[config.mk]
export PLATFORM = sky130hd
export DESIGN_NAME = pet_input_conditioner
export DESIGN_NICKNAME = d
export VERILOG_FILES = /design/src/rtl/pet_input_conditioner.sv
export SDC_FILE = /design/constraint.sdc
export NUM_CORES = 1
export LEC_CHECK = 0
export CAP_MARGIN = 20
export CORE_MARGIN = 2
export CORE_UTILIZATION = 44
export CTS_BUF_LIST = sky130_fd_sc_hd__clkbuf_8
export CTS_CLUSTER_SIZE = 30
export DETAILED_ROUTE_END_ITERATION = 10
export HOLD_SLACK_MARGIN = 0.05
export SLEW_MARGIN = 20
export SYNTH_ARGS = -nofsm -noshare
export SYNTH_HDL_FRONTEND = slang
export SYNTH_SLANG_ARGS = --single-unit
[constraint.sdc]
create_clock -name clk -period 2.95 [get_ports clk]
set_clock_uncertainty 0.05 [all_clocks]
set_input_delay 0.7375 -clock clk [delete_from_list [all_inputs] [get_ports clk]]
set_output_delay 0.7375 -clock clk [all_outputs]
set_load 0.01 [all_outputs]
[src/rtl/pet_input_conditioner.sv]
// ---------------------------------------------------------------------------
// pet_input_conditioner
//
// Front end between the board pins and animation_controller. Every raw
// button and the touch pad is synchronized, debounced and turned into a
// one-cycle rising-edge pulse. The debounced touch level also drives a
// touch-rhythm FSM (petting), and the button pulses drive an inactivity
// timer (expecting).
//
// Ports
//   clk, rst_n          system clock, asynchronous active-low reset
//   btn_*_raw           raw buttons (center, up, down, left, right, go)
//   touch_raw           raw capacitive touch pad
//   pressed..go         one-cycle pulse on the debounced rise of each button
//   touched             debounced touch level
//   petting             high while the rhythm FSM sits in P_PET (registered)
//   expecting           high once the button-inactivity timer saturates
//   awaking             one-cycle pulse on any button or touch debounced rise
// ---------------------------------------------------------------------------

// One input lane: 2-flop synchronizer followed by a stability counter.
// The level only flips after DEB_CNT consecutive synced samples that
// disagree with it; any agreeing sample restarts the count.
module pic_debounce_lane #(
    parameter int DEB_CNT = 1000000
) (
    input  logic clk,
    input  logic rst_n,
    input  logic raw,
    output logic level
);
    localparam int              CW       = $clog2(DEB_CNT + 1);
    localparam logic [CW-1:0]   CNT_LAST = CW'(DEB_CNT - 1);

    logic [1:0]    sync;
    logic [CW-1:0] cnt;

    always_ff @(posedge clk or negedge rst_n) begin
        if (!rst_n) begin
            sync  <= '0;
            cnt   <= '0;
            level <= 1'b0;
        end else begin
            sync <= {sync[0], raw};
            if (sync[1] == level) begin
                cnt <= '0;
            end else if (cnt == CNT_LAST) begin
                level <= sync[1];
                cnt   <= '0;
            end else begin
                cnt <= cnt + 1'b1;
            end
        end
    end
endmodule

module pet_input_conditioner #(
    parameter int DEB_CNT       = 1000000,
    parameter int PET_WINDOW    = 100000000,
    parameter int PET_TOUCHES   = 3,
    parameter int EXPECT_CYCLES = 500000000
) (
    input  logic clk,
    input  logic rst_n,
    input  logic btn_center_raw,
    input  logic btn_up_raw,
    input  logic btn_down_raw,
    input  logic btn_left_raw,
    input  logic btn_right_raw,
    input  logic btn_go_raw,
    input  logic touch_raw,
    output logic pressed,
    output logic up,
    output logic down,
    output logic left,
    output logic right,
    output logic go,
    output logic touched,
    output logic petting,
    output logic expecting,
    output logic awaking
);
    localparam int NUM_LANES = 7;
    localparam int L_CENTER  = 0;
    localparam int L_UP      = 1;
    localparam int L_DOWN    = 2;
    localparam int L_LEFT    = 3;
    localparam int L_RIGHT   = 4;
    localparam int L_GO      = 5;
    localparam int L_TOUCH   = 6;

    // -----------------------------------------------------------------------
    // Input lanes
    // -----------------------------------------------------------------------
    logic [NUM_LANES-1:0] raw;
    logic [NUM_LANES-1:0] level;
    logic [NUM_LANES-1:0] level_q;
    logic [NUM_LANES-1:0] rise_now;
    logic [NUM_LANES-1:0] pulse;

    assign raw = {touch_raw, btn_go_raw, btn_right_raw, btn_left_raw,
                  btn_down_raw, btn_up_raw, btn_center_raw};

    for (genvar g = 0; g < NUM_LANES; g++) begin : g_lane
        pic_debounce_lane #(
            .DEB_CNT (DEB_CNT)
        ) u_lane (
            .clk   (clk),
            .rst_n (rst_n),
            .raw   (raw[g]),
            .level (level[g])
        );
    end

    // Rising edge of the debounced level; registered so every pulse and
    // awaking line up one cycle after the level change.
    assign rise_now = level & ~level_q;

    always_ff @(posedge clk or negedge rst_n) begin
        if (!rst_n) begin
            level_q <= '0;
            pulse   <= '0;
            awaking <= 1'b0;
        end else begin
            level_q <= level;
            pulse   <= rise_now;
            awaking <= |rise_now;
        end
    end

    assign pressed = pulse[L_CENTER];
    assign up      = pulse[L_UP];
    assign down    = pulse[L_DOWN];
    assign left    = pulse[L_LEFT];
    assign right   = pulse[L_RIGHT];
    assign go      = pulse[L_GO];
    assign touched = level[L_TOUCH];

    logic touch_rise;
    logic btn_pulse;

    assign touch_rise = pulse[L_TOUCH];
    assign btn_pulse  = |pulse[L_GO:L_CENTER];

    // -----------------------------------------------------------------------
    // Inactivity timer: only button pulses restart it, touch is ignored.
    // -----------------------------------------------------------------------
    localparam int            ECW     = $clog2(EXPECT_CYCLES + 1);
    localparam logic [ECW-1:0] EXP_MAX = ECW'(EXPECT_CYCLES);

    logic [ECW-1:0] exp_cnt;

    always_ff @(posedge clk or negedge rst_n) begin
        if (!rst_n) begin
            exp_cnt <= '0;
        end else if (btn_pulse) begin
            exp_cnt <= '0;
        end else if (exp_cnt != EXP_MAX) begin
            exp_cnt <= exp_cnt + 1'b1;
        end
    end

    assign expecting = (exp_cnt == EXP_MAX);

    // -----------------------------------------------------------------------
    // Touch-rhythm FSM
    // -----------------------------------------------------------------------
    typedef enum logic [1:0] {
        P_IDLE  = 2'd0,
        P_COUNT = 2'd1,
        P_PET   = 2'd2
    } pet_state_t;

    localparam int              TW         = $clog2(PET_WINDOW + 1);
    localparam int              NW         = $clog2(PET_TOUCHES + 1);
    localparam logic [TW-1:0]   TMR_LAST   = TW'(PET_WINDOW - 1);
    localparam logic [NW-1:0]   TOUCH_LAST = NW'(PET_TOUCHES - 1);

    pet_state_t    state, state_nxt;
    logic [TW-1:0] tmr, tmr_nxt;
    logic [NW-1:0] cnt, cnt_nxt;

    always_ff @(posedge clk or negedge rst_n) begin
        if (!rst_n) begin
            state   <= P_IDLE;
            tmr     <= '0;
            cnt     <= '0;
            petting <= 1'b0;
        end else begin
            state   <= state_nxt;
            tmr     <= tmr_nxt;
            cnt     <= cnt_nxt;
            petting <= (state == P_PET);
        end
    end

    // A rise is always checked before the timeout, so a rise landing on
    // the last window cycle keeps the state and restarts the window.
    always_comb begin
        state_nxt = state;
        tmr_nxt   = tmr;
        cnt_nxt   = cnt;
        case (state)
            P_IDLE: begin
                if (touch_rise) begin
                    state_nxt = P_COUNT;
                    cnt_nxt   = NW'(1);
                    tmr_nxt   = '0;
                end
            end
            P_COUNT: begin
                if (touch_rise) begin
                    cnt_nxt = cnt + 1'b1;
                    tmr_nxt = '0;
                    if (cnt == TOUCH_LAST) state_nxt = P_PET;
                end else if (tmr == TMR_LAST) begin
                    state_nxt = P_IDLE;
                    cnt_nxt   = '0;
                    tmr_nxt   = '0;
                end else begin
                    tmr_nxt = tmr + 1'b1;
                end
            end
            P_PET: begin
                if (touch_rise) begin
                    tmr_nxt = '0;
                end else if (tmr == TMR_LAST) begin
                    state_nxt = P_IDLE;
                    cnt_nxt   = '0;
                    tmr_nxt   = '0;
                end else begin
                    tmr_nxt = tmr + 1'b1;
                end
            end
            default: begin
                state_nxt = P_IDLE;
                cnt_nxt   = '0;
                tmr_nxt   = '0;
            end
        endcase
    end
endmodule

# ---- Yosys cells after proc, flatten, opt, wreduce, memory -nomap -nowiden
# Index checks and enable logic that the tools add are counted.
dict set report op_classes {
  n_eq_ne 23
  bitwise_logic 9
  addsub 10
  reduce_logical 14
  muxes 30
}
# op count
set op_table {}
lappend op_table {{$mux 20} 14}
lappend op_table {{$add 20x1->20 const B} 7}
lappend op_table {{$eq 20x20->1 const B} 7}
lappend op_table {{$mux 27} 3}
lappend op_table {{$mux 29} 2}
lappend op_table {{$pmux 27 s2} 1}
lappend op_table {{$add 29x1->29 const B} 1}
lappend op_table {{$eq 29x29->1 const B} 1}
lappend op_table {{$ne 29x29->1 const B} 1}
lappend op_table {{$add 27x1->27 const B} 1}
lappend op_table {{$eq 27x27->1 const B} 1}
lappend op_table {{$mux 2} 8}
lappend op_table {{$reduce_and 2->1} 8}
lappend op_table {{$pmux 2 s3} 2}
lappend op_table {{$and 7x7->7} 1}
lappend op_table {{$eq 1x1->1} 7}
lappend op_table {{$not 1->1} 7}
lappend op_table {{$not 7->7} 1}
lappend op_table {{$reduce_or 7->1} 1}
lappend op_table {{$reduce_or 6->1} 1}
lappend op_table {{$eq 2x2->1 const B} 2}
lappend op_table {{$ne 2x2->1 const B} 2}
lappend op_table {{$ne 3x3->1 const B} 1}
lappend op_table {{$reduce_and 3->1} 1}
lappend op_table {{5 further kinds} 5}
dict set report word_totals {
  input_bits 9
  regBits 237
  output_inout_bits 10
  elab_cells 115
}

# ---- Depth between registers and ports, before layout
dict set report logic_depth {
  word_depth 4
  ltp_mapped 8
  depth_no_buf 7
}

# ---- Modules after synthesis
# A second synthesis with hierarchy kept.
dict set report unflattened {
  cells_unflattened 1146
  area_unflattened_um2 11621.1
}
# mod n_inst area_each_um2 seq_area_each_um2 cells_per_inst
set modules_own_cells {}
lappend modules_own_cells {pic_debounce_lane 7 1114.8 575.6 108}
lappend modules_own_cells {pet_input_conditioner 1 3817.4 1901.8 390}

# ---- Least setup slack after synthesis
# Ideal clock, no wire load.
dict set report synth_path {
  path_type {reg-to-output}
  from {register exp_cnt[5]}
  to {output port expecting}
  stages_incl_launch_ff 4
  path_buffers 0
  t_arrival_ns 1.555
  required_ns 2.162
  setup_slack_ns 0.607
  path_cell_list {dfrtp_1 -> nor4_1 -> nand2_1 -> nor4_1}
}
dict set report synth_between {
  elab_chain_cells 1
}
# item line_no
set synth_rtl {}
lappend synth_rtl {{from (decl)} 151} ;# logic [ECW-1:0] exp_cnt;
lappend synth_rtl {{from (signal assigned)} 159} ;# exp_cnt <= exp_cnt + 1'b1;
lappend synth_rtl {{$eq 29x29->1} 163} ;# assign expecting = (exp_cnt == EXP_MAX);
lappend synth_rtl {{to (decl)} 80} ;# output logic expecting,
# Every way passes these cells.

# ---- Worst setup path in the final report
dict set report layout_path {
  from {register exp_cnt[25]}
  to {output port expecting}
}
# The elaborated chain is that of the path after synthesis.

==> results.md <==
- Synth top area cells: dfrtp_1 53%, xor2_1 7.5%, nor2_1 6.8%
- Place WS: about 0.22 ns
- Crit start category: register
- Area fraction in and, or, nand and nor cells after synthesis: 0.255
- CTS buffer count: 43
- Placer congestion estimate: around 0.77
- Mapped Area: around 11000 um2
- Post-synth EDFFs: 0
- Total GRT Usage: 0.162
- Via count: 7931
- Root buf cell: clkbuf_8
- Global route total overflow: 0
- Drc violations: 0
- Compound-cell area share of the yosys netlist: 0.0385
- Post-Synth Adder-Cell Area: 0.0167
- Power Density: roughly 520 nW/um2
- Antenna cell count: 0
- Routed vias/inst: 5.13
- First-pass GRT wire length: 36400 um
- Max Transition Viols Final: 0
- Total wire length: around 21000 um
- Outcome: completed
- Antenna-violating nets left: 0
- Post-synthesis mux area share: 0.0106
- TNS Setup: 0 ns
- Final worst-path cycle share: 0.944
- Layout cells sized above 1: 0.0970
- Largest net degree at the start of global routing: 62
- I/O Buffers: 18
- Post-synth ARST share: 1.00
- CP max stage cell: dfrtp_1
- Worst Hold Class: reg -> reg
- Worst setup margin: 0.166 ns
- Primary FF master, synth: dfrtp_1
- RSZ-0062 raised after global routing: no
- Iter 0 DRT Violations: 376
- Row cnt: 58
- DPL Wire Length: 13400 um
- DR WL/cell: approximately 13 um
- Most frequent cell after synthesis: dfrtp_1
- # Post-CTS Setup Buffers: 0
- Static leakage: 5.66 nW
- Maximum vdd drop: around 400 uV
- Die span in x: 164 um
- Core ar.: 25100 um2
- Reg clk slew, reported paths: 0.05 ns
- Crit Path Class: reg -> out
- DP Cell Count: 1468
- Yosys top cell by area: dfrtp_1
- Crit end category: output pin
- Clock Latency Late Sink: 0.55 ns
- Initial core utilization: 0.447
- Final hold vios: 0
- Initial antenna violation count: 0
- Synth Net Count: around 1.2k
- Critical path, cell by cell: nor4b_2, buf_4, nand2_1, nor4_4, clkbuf_2
- Max-cap violations: 0
- Worst-Margin Slew: 0.742 ns
- Final setup vio count: 0
- Pre-antenna DRT Iters: 5
- Clk sinks: 237
- # H-tree levels: 2
- Worst EP required: 2.16 ns
- CP Data Arrival Time: roughly 2 ns
- Die Y: 164 um
- Share of the synthesized area in the top cell type: 0.529
- CP max stage delay: 0.41 ns
- Largest family of logic cells by synthesized area: simple AND/OR/NAND/NOR gates
- Clock Path Buffers: 3
- CTS tree: built
- Sequential area share after synthesis: 0.529
- WP buf/inv: 2
- Non-Filler Instances: approximately 1.5k
- Slew margin rel.: 0.502
- CP delay by family, top: simple AND/OR/NAND/NOR gates
- Fmax: 359 MHz
- Flops & latches, synth: 237
- # IOs: 19
- Vias in the first global route: 7765
- Xor/xnor share of the synthesized area: 0.125
- Cells after synthesis: 1127
- Total power: 0.00662 W
- R2R setup slack: 0.59 ns
- Worst-path fanout max: 3
- Synth Area per Inst: roughly 10 um2
- Tmin final: 2.78 ns
- Net count, final: 1208
- Area grow syn2layout: 14.2%
- Syn. warnings: 0
- Die area: around 27000 um2
- Post-synth cell types: 53
- Top cells by count, synth: 237 x dfrtp_1, 203 x nor2_1, 96 x xor2_1
==> metrics by stage <==
step	area [um2]	hold slack (ns)	utilization
floorplan	11200	0.281	-
global placement	11900	0.283	0.473
detailed placement	11900	0.285	0.473
CTS	12800	0.298	0.510
global route	12800	0.304	0.510
finish	12800	0.296	0.510
==> worst register-to-register path: stages, from the launching register on <==
cell and delay (ns):
dfrtp_1 0.42, ha_1 0.29, and3_1 0.24, and4_2 0.23, a21o_2 0.34, or4_2 0.63
nand3_1 0.10
==> cell usage in the layout, fill, tap and decap left out, types with 3 or more instances in the layout <==
cell             count
dfrtp_1            237
nor2_1             203
xor2_1              96
nand2_1             79
nand3_1             73
xnor2_1             64
clkbuf_8            59
inv_1               46
nand4_1             43
and3_1              30
nor3_1              27
nor4_1              24
o21ai_0             20
a21oi_1             19
buf_4               19
and4_1              16
clkdlybuf4s50_1     16
ha_1                15
or2_2               10
nor4b_1             10
or4_1               10
nor2b_1             10
and2_1               7
mux2_2               7
or3_1                6
a22o_1               6
clkinv_2             6
nand3b_1             5
mux2i_1              4
a31oi_1              4
nor3b_1              3
nand2b_1             3
and4_2               3
a211o_1              3
buf_12               3
==> power by group <==
group,total [W],switching (W),leakage [nW],internal (W)
combinational,0.000167,0.000117,1.90,0.0000501
sequential,0.00331,0.0000270,3.25,0.00329
clock,0.00314,0.00135,0.513,0.00179
total,0.00662,0.00150,5.66,0.00513
==> flip-flops by register name, summed over array words and instances, names as in the netlist <==
| signal | count |
|---|---|
| g_lane.u_lane.level | 7 |
| cnt | 2 |
| g_lane.u_lane.cnt | 140 |
| awaking | 1 |
| state | 2 |
| petting | 1 |
| pulse | 7 |
| exp_cnt | 29 |
| g_lane.u_lane.sync | 14 |
| level_q | 7 |
| tmr | 27 |
==> cell type report <==
cell class | count | area, um2
Clock inverter | 19 | 100
Inverter | 36 | 135
Multi-Input combinational cell | 825 | 5020
Fill cell | 2360 | 12300
Tap cell | 330 | 413
Clock buffer | 59 | 812
Timing Repair Buffer | 41 | 393
Sequential cell | 237 | 5930
==> layer usage <==
layer / track usage / wire length (um)
met1: 0.231 / 10300
met2: 0.248 / 9070
met5: 0 / 0
met4: 0.0534 / 475
met3: 0.0305 / 678
==> cell families (layout without fill, tap and decap cells) <==
logic type | count (synthesis) | after routing
AOI/OAI and AO/OA | 68 | 68
buffers and inverters | 65 | 155
xor gates and xnor gates | 160 | 160
muxes | 11 | 11
adders and majority gates | 15 | 15
and+or+nand+nor | 571 | 571
DFF | 237 | 237
==> final timing paths <==
check                           cells past startpoint                            endpoint                               start
worst max-delay path                                5                           expecting             exp_cnt[25]$_DFFE_PN0P_
worst min-delay path                                0  g_lane[0].u_lane.sync[1]$_DFF_PN0_  g_lane[0].u_lane.sync[0]$_DFF_PN0_
worst max register to register                      6                  tmr[9]$_DFFE_PN0P_                  tmr[0]$_DFFE_PN0P_
worst min register to register                      0  g_lane[0].u_lane.sync[1]$_DFF_PN0_  g_lane[0].u_lane.sync[0]$_DFF_PN0_
max in group asynchronous                           3              exp_cnt[2]$_DFFE_PN0P_                               rst_n
min in group asynchronous                           2                   petting$_DFF_PN0_                               rst_n
==> what timing repair did <==
| item | CTS | global route |
|---|---|---|
| endpoints found under the setup margin | 1 | 1 |
| hold buffers | 1 | 0 |
| hold endpoints to repair | 19 | 0 |
| resized for setup | 3 | 3 |
Note: power is estimated with default switching activity, not from simulation.
